===== src/rtl/zymason_msg_scroller_if.sv =====
// Pin-side bundle for the message scroller: write/scan controls in, display pins out.
// The bus has no backpressure. wr_stb qualifies half/data_in for exactly one clock,
// and the scroller always takes it when it is in WRITE with mode still high.
interface zymason_msg_scroller_if #(
  parameter int NUM_DIGITS = 16,
  parameter int SEG_W      = 7,
  parameter int SPD_W      = 5
);
  localparam int PW = $clog2(NUM_DIGITS);

  logic             mode;
  logic             wr_stb;
  logic             half;
  logic [3:0]       data_in;
  logic [SPD_W-1:0] spd;
  logic [SEG_W-1:0] seg_out;
  logic [PW-1:0]    pos_out;
  logic [PW:0]      len_out;
  logic             mode_out;
  logic [1:0]       state_dbg;

  modport master (
    output mode, wr_stb, half, data_in, spd,
    input  seg_out, pos_out, len_out, mode_out, state_dbg
  );

  modport slave (
    input  mode, wr_stb, half, data_in, spd,
    output seg_out, pos_out, len_out, mode_out, state_dbg
  );
endinterface


===== src/rtl/zymason_msg_scroller.sv =====
// Indexed 7-segment message store with a rate-programmable scan over the written digits.
// Optional macro ZYMASON_BLANK_EN inserts one blank display step at each scan wrap.
module zymason_msg_scroller #(
  parameter int NUM_DIGITS = 16,
  parameter int SEG_W      = 7,
  parameter int PRE_W      = 9,
  parameter int SPD_W      = 5
) (
  input  logic                   clock,
  input  logic                   reset,
  zymason_msg_scroller_if.slave  bus
);
  localparam int PW = $clog2(NUM_DIGITS);
  localparam int LW = PW + 1;
  localparam logic [PW-1:0] LAST_IDX = PW'(NUM_DIGITS - 1);

  typedef enum logic [1:0] {
    S_IDLE  = 2'd0,
    S_SCAN  = 2'd1,
    S_WRITE = 2'd2
  } state_e;

  state_e           state_q, state_d;
  logic [SEG_W-1:0] mem_q [NUM_DIGITS];
  logic [SEG_W-1:0] mem_d [NUM_DIGITS];
  logic [PW-1:0]    wptr_q, wptr_d;
  logic [PW-1:0]    rptr_q, rptr_d;
  logic [LW-1:0]    len_q, len_d;
  logic [PRE_W-1:0] pre_q, pre_d;
  logic [SPD_W-1:0] cnt_q, cnt_d;
`ifdef ZYMASON_BLANK_EN
  logic             blank_q, blank_d;
`endif

  logic             tick;
  logic             step;
  logic [LW-1:0]    wp_inc;
  logic [SEG_W-1:0] seg_w;
  logic [PW-1:0]    pos_w;

  always_comb begin
    state_d = state_q;
    mem_d   = mem_q;
    wptr_d  = wptr_q;
    rptr_d  = rptr_q;
    len_d   = len_q;
    pre_d   = pre_q + 1'b1;
    cnt_d   = cnt_q;
`ifdef ZYMASON_BLANK_EN
    blank_d = blank_q;
`endif
    tick    = (pre_q == '0);
    step    = 1'b0;
    wp_inc  = {1'b0, wptr_q} + LW'(1);

    case (state_q)
      S_IDLE: state_d = bus.mode ? S_WRITE : S_SCAN;
      S_SCAN: begin
        if (bus.mode) begin
          // Memory is kept; only the write pointer and length restart.
          state_d = S_WRITE;
          wptr_d  = '0;
          len_d   = '0;
`ifdef ZYMASON_BLANK_EN
          blank_d = 1'b0;
`endif
        end else if (tick && (bus.spd != '0) && (len_q != '0)) begin
          // Compare with >= so lowering spd below the count steps on the next tick.
          if (({1'b0, cnt_q} + (SPD_W+1)'(1)) >= {1'b0, bus.spd}) begin
            cnt_d = '0;
            step  = 1'b1;
          end else begin
            cnt_d = cnt_q + 1'b1;
          end
        end
      end
      S_WRITE: begin
        if (!bus.mode) begin
          state_d = S_SCAN;
          rptr_d  = '0;
          cnt_d   = '0;
        end else if (bus.wr_stb) begin
          if (!bus.half) begin
            mem_d[wptr_q][3:0] = bus.data_in;
          end else begin
            mem_d[wptr_q][SEG_W-1:4] = bus.data_in[SEG_W-5:0];
            wptr_d = (wptr_q == LAST_IDX) ? '0 : wptr_q + 1'b1;
            if (wp_inc > len_q) len_d = wp_inc;
          end
        end
      end
      default: state_d = S_IDLE;
    endcase

    if (step) begin
`ifdef ZYMASON_BLANK_EN
      if (blank_q) begin
        blank_d = 1'b0;
        rptr_d  = '0;
      end else if ({1'b0, rptr_q} == (len_q - LW'(1))) begin
        blank_d = 1'b1;
      end else begin
        rptr_d = rptr_q + 1'b1;
      end
`else
      rptr_d = ({1'b0, rptr_q} == (len_q - LW'(1))) ? '0 : rptr_q + 1'b1;
`endif
    end
  end

  always_ff @(posedge clock or posedge reset) begin
    if (reset) begin
      state_q <= S_IDLE;
      for (int i = 0; i < NUM_DIGITS; i++) mem_q[i] <= '0;
      wptr_q  <= '0;
      rptr_q  <= '0;
      len_q   <= '0;
      pre_q   <= '0;
      cnt_q   <= '0;
`ifdef ZYMASON_BLANK_EN
      blank_q <= 1'b0;
`endif
    end else begin
      state_q <= state_d;
      mem_q   <= mem_d;
      wptr_q  <= wptr_d;
      rptr_q  <= rptr_d;
      len_q   <= len_d;
      pre_q   <= pre_d;
      cnt_q   <= cnt_d;
`ifdef ZYMASON_BLANK_EN
      blank_q <= blank_d;
`endif
    end
  end

  // WRITE previews the entry under the write pointer; an empty scan shows nothing.
  always_comb begin
    seg_w = '0;
    pos_w = '0;
    case (state_q)
      S_WRITE: begin
        seg_w = mem_q[wptr_q];
        pos_w = wptr_q;
      end
      S_SCAN: begin
        if (len_q != '0) begin
          seg_w = mem_q[rptr_q];
          pos_w = rptr_q;
`ifdef ZYMASON_BLANK_EN
          if (blank_q) seg_w = '0;
`endif
        end
      end
      default: begin
        seg_w = '0;
        pos_w = '0;
      end
    endcase
  end

  assign bus.seg_out   = seg_w;
  assign bus.pos_out   = pos_w;
  assign bus.len_out   = len_q;
  assign bus.mode_out  = (state_q == S_WRITE);
  assign bus.state_dbg = state_q;
endmodule


===== src/flat_wrapper.sv =====
// flat-port wrapper written by rule: the top's interface ports become plain ports
module zymason_msg_scroller_flat 
#(
  parameter int NUM_DIGITS = 16,
  parameter int SEG_W      = 7,
  parameter int PRE_W      = 9,
  parameter int SPD_W      = 5
)
  (clock, reset, bus_mode, bus_wr_stb, bus_half, bus_data_in, bus_spd, bus_seg_out, bus_pos_out, bus_len_out, bus_mode_out, bus_state_dbg);
  zymason_msg_scroller_if #(.NUM_DIGITS(NUM_DIGITS), .SEG_W(SEG_W), .SPD_W(SPD_W)) bus_i ();
  input  logic clock;
  input  logic reset;
  input wire logic [$bits(bus_i.mode)-1:0] bus_mode;
  input wire logic [$bits(bus_i.wr_stb)-1:0] bus_wr_stb;
  input wire logic [$bits(bus_i.half)-1:0] bus_half;
  input wire logic [$bits(bus_i.data_in)-1:0] bus_data_in;
  input wire logic [$bits(bus_i.spd)-1:0] bus_spd;
  output wire logic [$bits(bus_i.seg_out)-1:0] bus_seg_out;
  output wire logic [$bits(bus_i.pos_out)-1:0] bus_pos_out;
  output wire logic [$bits(bus_i.len_out)-1:0] bus_len_out;
  output wire logic [$bits(bus_i.mode_out)-1:0] bus_mode_out;
  output wire logic [$bits(bus_i.state_dbg)-1:0] bus_state_dbg;
  assign bus_i.mode = bus_mode;
  assign bus_i.wr_stb = bus_wr_stb;
  assign bus_i.half = bus_half;
  assign bus_i.data_in = bus_data_in;
  assign bus_i.spd = bus_spd;
  assign bus_seg_out = bus_i.seg_out;
  assign bus_pos_out = bus_i.pos_out;
  assign bus_len_out = bus_i.len_out;
  assign bus_mode_out = bus_i.mode_out;
  assign bus_state_dbg = bus_i.state_dbg;
  zymason_msg_scroller #(.NUM_DIGITS(NUM_DIGITS), .SEG_W(SEG_W), .PRE_W(PRE_W), .SPD_W(SPD_W)) u_core (.clock(clock), .reset(reset), .bus(bus_i));
endmodule

===== config.mk =====
export PLATFORM = sky130hd
export DESIGN_NAME = zymason_msg_scroller_flat
export DESIGN_NICKNAME = d
export VERILOG_FILES = /design/src/rtl/zymason_msg_scroller_if.sv /design/src/rtl/zymason_msg_scroller.sv /design/src/flat_wrapper.sv
export SDC_FILE = /design/constraint.sdc
export NUM_CORES = 1
export LEC_CHECK = 0
export ABC_CLOCK_PERIOD_IN_PS = 6350
export BUFFER_PORTS_ARGS = -buffer_cell sky130_fd_sc_hd__buf_2
export CAP_MARGIN = 5
export CORE_ASPECT_RATIO = 2
export CORE_MARGIN = 5
export CORE_UTILIZATION = 50
export DETAILED_ROUTE_END_ITERATION = 7
export HOLD_SLACK_MARGIN = 0.08
export PLACE_DENSITY = 0.71
export SLEW_MARGIN = 20
export SYNTH_ARGS = -nofsm -noshare
export SYNTH_HDL_FRONTEND = slang
export SYNTH_SLANG_ARGS = --single-unit

===== constraint.sdc =====
create_clock -name clock -period 6.35 [get_ports clock]
set_input_delay 0 -clock clock [delete_from_list [all_inputs] [get_ports clock]]
set_output_delay 0 -clock clock [all_outputs]
set_load 0.05 [all_outputs]

* Word-level counts from Yosys, hierarchy flattened
Index checks and enable logic that the tools add are counted.
** Operators by class
- Equality and inequality tests :: 13
- Multiplexer cells :: 46
- Magnitude comparators :: 5
- Bitwise logic cells :: 2
- Reductions and logical operators :: 15
- $add $sub $neg :: 7
** Operators by type and width (count)
- $bwmux W112 :: 2
- $mux W112 :: 1
- $bmux W7 S4 :: 2
- $demux W7 S4 :: 2
- $mux W5 :: 9
- $mux W4 :: 11
- $mux W7 :: 6
- $pmux W5 S2 :: 2
- $pmux W4 S2 :: 2
- $pmux W7 S2 :: 1
- $ne A2 B2 Y1 const B :: 6
- $ge A5 B5 Y1 const B :: 2
- $not A4 Y5 :: 2
- $reduce_bool A5 Y1 :: 2
- $add A9 B1 Y9 const B :: 1
- $logic_not A9 Y1 :: 1
- $add A4 B1 Y4 const B :: 2
- $add A5 B1 Y6 const B :: 1
- $ge A6 B5 Y1 :: 1
- $mux W2 :: 3
- $ne A2 B1 Y1 const B :: 3
- $pmux W2 S3 :: 1
- $reduce_and A6 Y1 :: 1
- $add A4 B1 Y5 const B :: 1
- other kinds (16) :: 23
** Word-level totals
- Bits in registers :: 141

* Longest topological paths before layout
- Word-level depth :: 8
- Mapped depth :: 11

* Worst setup path after synthesis
No wires, ideal clock.
- Path kind :: register -> register
- Start :: register u_core.state_q[0], in the netlist u_core.bus.state_dbg[0]
- End :: register u_core.mem_q[10] (netlist bit)
- Data arrival time :: 2.601 ns
- Setup time :: 0.125 ns
- Slack :: 3.624 ns
- Path buffers :: 1
- Required time :: 6.225 ns
- Stages on the path, launching flop included :: 9
- Path through :: dfrtp_1 > inv_1 > ha_1 > buf_2 > nand2_1 > nor3b_1 > and2_1 > nand3_1 > mux2_2
** Between the ends
- Longest elaborated chain between the ends :: 2
** Ends and longest elaborated chain
- start, declared :: RTL line zymason_msg_scroller.sv:23 : state_e state_q, state_d;
- start signal, assigned :: RTL line zymason_msg_scroller.sv:124 : state_q <= state_d;
- $eq A2 B2 Y1
- via bus_mode_out :: RTL line flat_wrapper.sv:21 : output wire logic [$bits(bus_i.mode_out)-1:0] bus_mode_out;
- $reduce_and A3 Y1 (no line)
- end signal, assigned :: RTL line zymason_msg_scroller.sv:125 : mem_q <= mem_d;
- end, declared :: RTL line zymason_msg_scroller.sv:24 : logic [SEG_W-1:0] mem_q [NUM_DIGITS];
The timed path passes the listed nets, and every way through them passes these cells.
A chain may end at the register's enable or synchronous reset.

* Final worst setup path
- Start :: register u_core.wptr_q[0]
- End :: output port bus_seg_out[1]
** Between the ends
- Longest elaborated chain between the ends :: 5
** Ends and longest elaborated chain
- start, declared :: RTL line zymason_msg_scroller.sv:26 : logic [PW-1:0] wptr_q, wptr_d;
- start signal, assigned :: RTL line zymason_msg_scroller.sv:126 : wptr_q <= wptr_d;
- $not A4 Y5 (implied by the code) :: RTL line zymason_msg_scroller.sv:143 : seg_w = mem_q[wptr_q];
- $bmux W7 S4 :: RTL line zymason_msg_scroller.sv:143
- $mux W7 (implied by the code) (2 in a row) :: RTL line zymason_msg_scroller.sv:143
- $pmux W7 S2 :: RTL line zymason_msg_scroller.sv:141 : case (state_q)
- end, declared :: RTL line flat_wrapper.sv:18 : output wire logic [$bits(bus_i.seg_out)-1:0] bus_seg_out;
Every way passes these cells. The select of a mux whose other input is x is not followed.

==> results.txt <==
----------------------------------------------------
[Clocking]
  Quantity of gates resized following cts ... 0
  Number of buffers inserted by post-CTS setup repair ... 0
  Clock latency at the later pin of the worst-skew pair ... 0.42 ns
  Root buffer cell ... sky130_fd_sc_hd__clkbuf_16
  CTS tree ... built
  Hold-fix buffers at CTS ... 3
  Clock sink count ... 141
  Clock transition at path regs ... 0.06 ns
  Maximum buffer depth of the clock tree ... 2
  Clock buffer count from CTS ... 17
  H-Tree Level Count ... 4

[STA]
  Max Clock Freq ... 301.6 MHz
  Post-Route Hold Slack ... 0.1479 ns
  Crit path time final ... 3.316 ns
  Max-slew violation count ... 0
  Unrepaired setup endpoints after global routing ... no
  Post-route clock skew ... 0.008015 ns
  Final hold viol count ... 0
  Crit path setup slack, layout ... 3.034 ns
  Total negative setup slack ... 0 ns
  Pin slew with the least headroom to its limit ... 0.9399 ns
  Part of the cycle the worst path needs ... 52.21%
  Final-report setup violation count ... 0
  Remaining max-slew budget at the tightest pin ... 37.34%

[Setup path]
  Count of buffer and inverter cells on the critical path ... 2
  Largest incremental delay on the critical path ... 0.87 ns
  Critical path cell sequence ... buf_4, mux4_1, mux4_2, nand3_1, o21ai_1, buf_2
  CP top delay family ... multiplexers
  Element type at the critical path start ... register
  Worst setup EP type ... output port
  Arrival @ worst endpoint ... 3.32 ns
  Required time of the worst setup path ... 6.35 ns
  Setup CP Type ... register to output port
  Worst-path cell with the longest stage delay ... sky130_fd_sc_hd__dfrtp_1
  Depth of the most critical reg-to-reg path ... 9
  Path length in cells of the critical path ... 6
  Largest fanout of any net on the critical path ... 20

[Yosys]
  Part of the Yosys area used for sequential elements ... 43.03%
  Gate Count Post-Synth ... 609
  Net count of the mapped netlist ... 645
  Synthesized cell area ... 0.008199 sq mm
  Post-synthesis average cell area ... 13.46 sq um
  Number of flops mapped to enable cells by yosys ... 0
  Count of cell types in the netlist ... 47
  Post-synthesis sequential element count ... 141
  Yosys warnings ... 0
  Top_reg_cell synth ... sky130_fd_sc_hd__dfrtp_1
  Async set-or-reset flop fraction in the synthesized netlist ... 100.0%

[Place]
  Area of placed instances ... 0.008458 sq mm
  Weighted congestion reported at the end of routability-driven placement ... 0.9892
  Port Buffer Count ... 32
  Half-perimeter wire length after detailed placement ... 14020 microns
  Pre-CTS setup slack ... 3.208 ns

[Routing]
  Initial drt markers ... 463
  Via-to-Cell Ratio ... 6.420
  Wirelength per Cell ... 23.62 microns
  Final ANT Viol Nets ... 0
  Routed WL ... 20100 microns
  DRC ... 0
  Initial DRT Pass Iterations ... 5
  DR vias ... 5463

[Floorplan]
  Area inside the core boundary ... 0.01619 sq mm
  Standard-cell rows ... 66
  Vertical extent of the die ... 191.1 microns
  Die Wd ... 100.6 microns
  Die footprint ... 0.01921 sq mm
  Starting density of the core ... 50.66%
  Boundary pin count ... 33

[Finish]
  Final standard cell area without fillers ... 0.009116 sq mm
  Layout fillers ... 1310
  Antenna cell count ... 0
  Synth-to-layout area growth ... 11.19%
  Final net count ... 670
  Layout cell share with drive strength beyond 1 ... 36.01%

[Power]
  Flop pwr share ... 35.6%
  Net Sw Frac ... 33.56%
  Combinational share of power ... 30.8%
  Clock network fraction of design power ... 33.6%
  Areal power density over the cells ... 329.8 mW/mm^2
  Peak supply drop ... 0.1486 mV
  Cell internal power dissipation ... 1.998 mW
  Cell leakage power ... 4.219 nW
  P_sw ... 1.009 mW
  Total design power ... 3.007 mW

[Global routing]
  Via count of the first global-routing pass ... 5977
  Pin count of the biggest net entering global routing ... 79
  Gr usage total ... 22.76%
  Overall overflow remaining after global route ... 0
  Global-route wire length before repair ... 33200 microns
  Number of antenna violations at the first check in global routing ... 0

[Hold path]
  Hold WC Path Type ... input pin to register
  Number of instances on the worst hold path ... 5

[Outcome]
  Status ... finished clean

[Job]
  Maximum capacitance violations ... 0

----------------------------------------------------
final timing paths:
check / from / endpoint / slack (ns)
setup / recovery: u_core.wptr_q[0]$_DFFE_PP0P_ / bus_seg_out[1] / 3.03
min in group asynchronous: reset / u_core.mem_q[96]$_DFFE_PP0P_ / 0.21
hold / removal: bus_spd[4] / u_core.cnt_q[4]$_DFFE_PP0P_ / 0.15
hold reg to reg: u_core.pre_q[8]$_DFF_PP0_ / u_core.pre_q[8]$_DFF_PP0_ / 0.49
setup reg to reg: u_core.wptr_q[0]$_DFFE_PP0P_ / u_core.bus.len_out[1]$_DFFE_PP0P_ / 3.13
max in group asynchronous: reset / u_core.rptr_q[0]$_DFFE_PP0P_ / 5.06
tightest hold or removal path, delay by kind of cell:
kind | cells | cell delay [ns]
buffers and inverters | 1 | 0.11
and+or+nand+nor | 4 | 0.42
metal layers:
| metal | wire (microns) | track usage [%] | vias up | part of all wire, % |
|---|---|---|---|---|
| li1 | - | - | 2375 | - |
| met1 | 7007 | 25.13 | 2845 | 35 |
| met2 | 11240 | 40.24 | 189 | 56 |
| met3 | 846 | 3.871 | 54 | 4.2 |
| met4 | 1012 | 13.44 | 0 | 5.0 |
| met5 | 0 | 0 | - | 0 |
placed cells by master, fill, tap and decap left out, types with 5 or more instances in the layout:
cell                        netlist  layout
sky130_fd_sc_hd__xor2_1           6       6
sky130_fd_sc_hd__nor2_1          11      11
sky130_fd_sc_hd__ha_1            22      22
sky130_fd_sc_hd__a21oi_1          5       5
sky130_fd_sc_hd__inv_1           26      25
sky130_fd_sc_hd__nand4_1         10      10
sky130_fd_sc_hd__clkbuf_16        0      17
sky130_fd_sc_hd__mux4_1          25      25
sky130_fd_sc_hd__nor3_1           8       8
sky130_fd_sc_hd__o21ai_0         14      14
sky130_fd_sc_hd__dfrtp_1        141     140
sky130_fd_sc_hd__clkinv_2         0       6
sky130_fd_sc_hd__mux2_2         113     113
sky130_fd_sc_hd__buf_4            0       6
sky130_fd_sc_hd__buf_2            6      32
sky130_fd_sc_hd__nand2_1         47      47
sky130_fd_sc_hd__xnor2_1         12      12
sky130_fd_sc_hd__nand3_1         25      25
sky130_fd_sc_hd__nor2b_1         11      11
sky130_fd_sc_hd__o21ai_1          7       7
sky130_fd_sc_hd__mux4_2          45      45
sky130_fd_sc_hd__and2_1           6       6
registers in the layout (all words and copies together), names as in the netlist:
| signal | flops |
|---|---|
| u_core.rptr_q | 4 |
| u_core.pre_q | 9 |
| u_core.wptr_q | 4 |
| u_core.cnt_q | 5 |
| u_core.mem_q | 112 |
| u_core.bus.state_dbg | 2 |
| u_core.bus.len_out | 5 |
metrics by stage:
| step | utilization, % | cells |
|---|---|---|
| 2_1_floorplan | - | 609 |
| 3_5_place_dp | 52.26 | 815 |
| 6_report | 56.32 | 851 |
| 5_1_grt | 56.32 | 851 |
| 4_1_cts | 56.15 | 850 |
| 3_3_place_gp | 52.26 | 815 |
synth_stat cells (12+ instances only):
master                     number  share of area (%)
sky130_fd_sc_hd__mux2_2       113                 16
sky130_fd_sc_hd__o21ai_0       14               0.85
sky130_fd_sc_hd__inv_1         26                1.2
sky130_fd_sc_hd__mux4_2        45                 12
sky130_fd_sc_hd__nand3_1       25                1.5
sky130_fd_sc_hd__nand2_1       47                2.2
sky130_fd_sc_hd__clkbuf_1      20               0.92
sky130_fd_sc_hd__ha_1          22                3.4
sky130_fd_sc_hd__mux4_1        25                8.0
sky130_fd_sc_hd__dfrtp_1      141                 43
sky130_fd_sc_hd__xnor2_1       12                1.3
power groups by stage:
stage / registers (mW) / clock network (mW) / logic, mW
after floorplan: 1.08 / 0 / 0.709
after global placement: 1.08 / 0 / 0.895
after detailed placement: 1.08 / 0 / 0.915
after CTS: 1.07 / 1.03 / 0.925
after global routing: 1.08 / 1.07 / 1.01
final: 1.07 / 1.01 / 0.925
cells by family (layout without fill, tap and decap cells):
kind of cell | after synthesis | in the layout | share of synthesized area [%]
AO/OA/AOI/OAI | 52 | 52 | 4.166
XOR/XNOR | 18 | 18 | 1.923
adder cells (fa/ha/maj) | 22 | 22 | 3.357
buffers and inverters | 62 | 100 | 3.723
flip-flops | 141 | 141 | 43.03
multiplexers | 183 | 183 | 35.89
AND/OR/NAND/NOR | 131 | 131 | 7.905
final cells by class:
class | count | area [sq um] | share of cell area (%)
repair buffers | 42 | 262.8 | 2.882
flip-flops and latches | 141 | 3530 | 38.72
clock inverters | 12 | 143.9 | 1.578
well taps | 204 | 255.2 | 2.800
inverters | 26 | 102.6 | 1.125
multi-input cells | 406 | 4365 | 47.89
clock buffers | 20 | 456.7 | 5.010
Power figures use the tool's default switching activity.
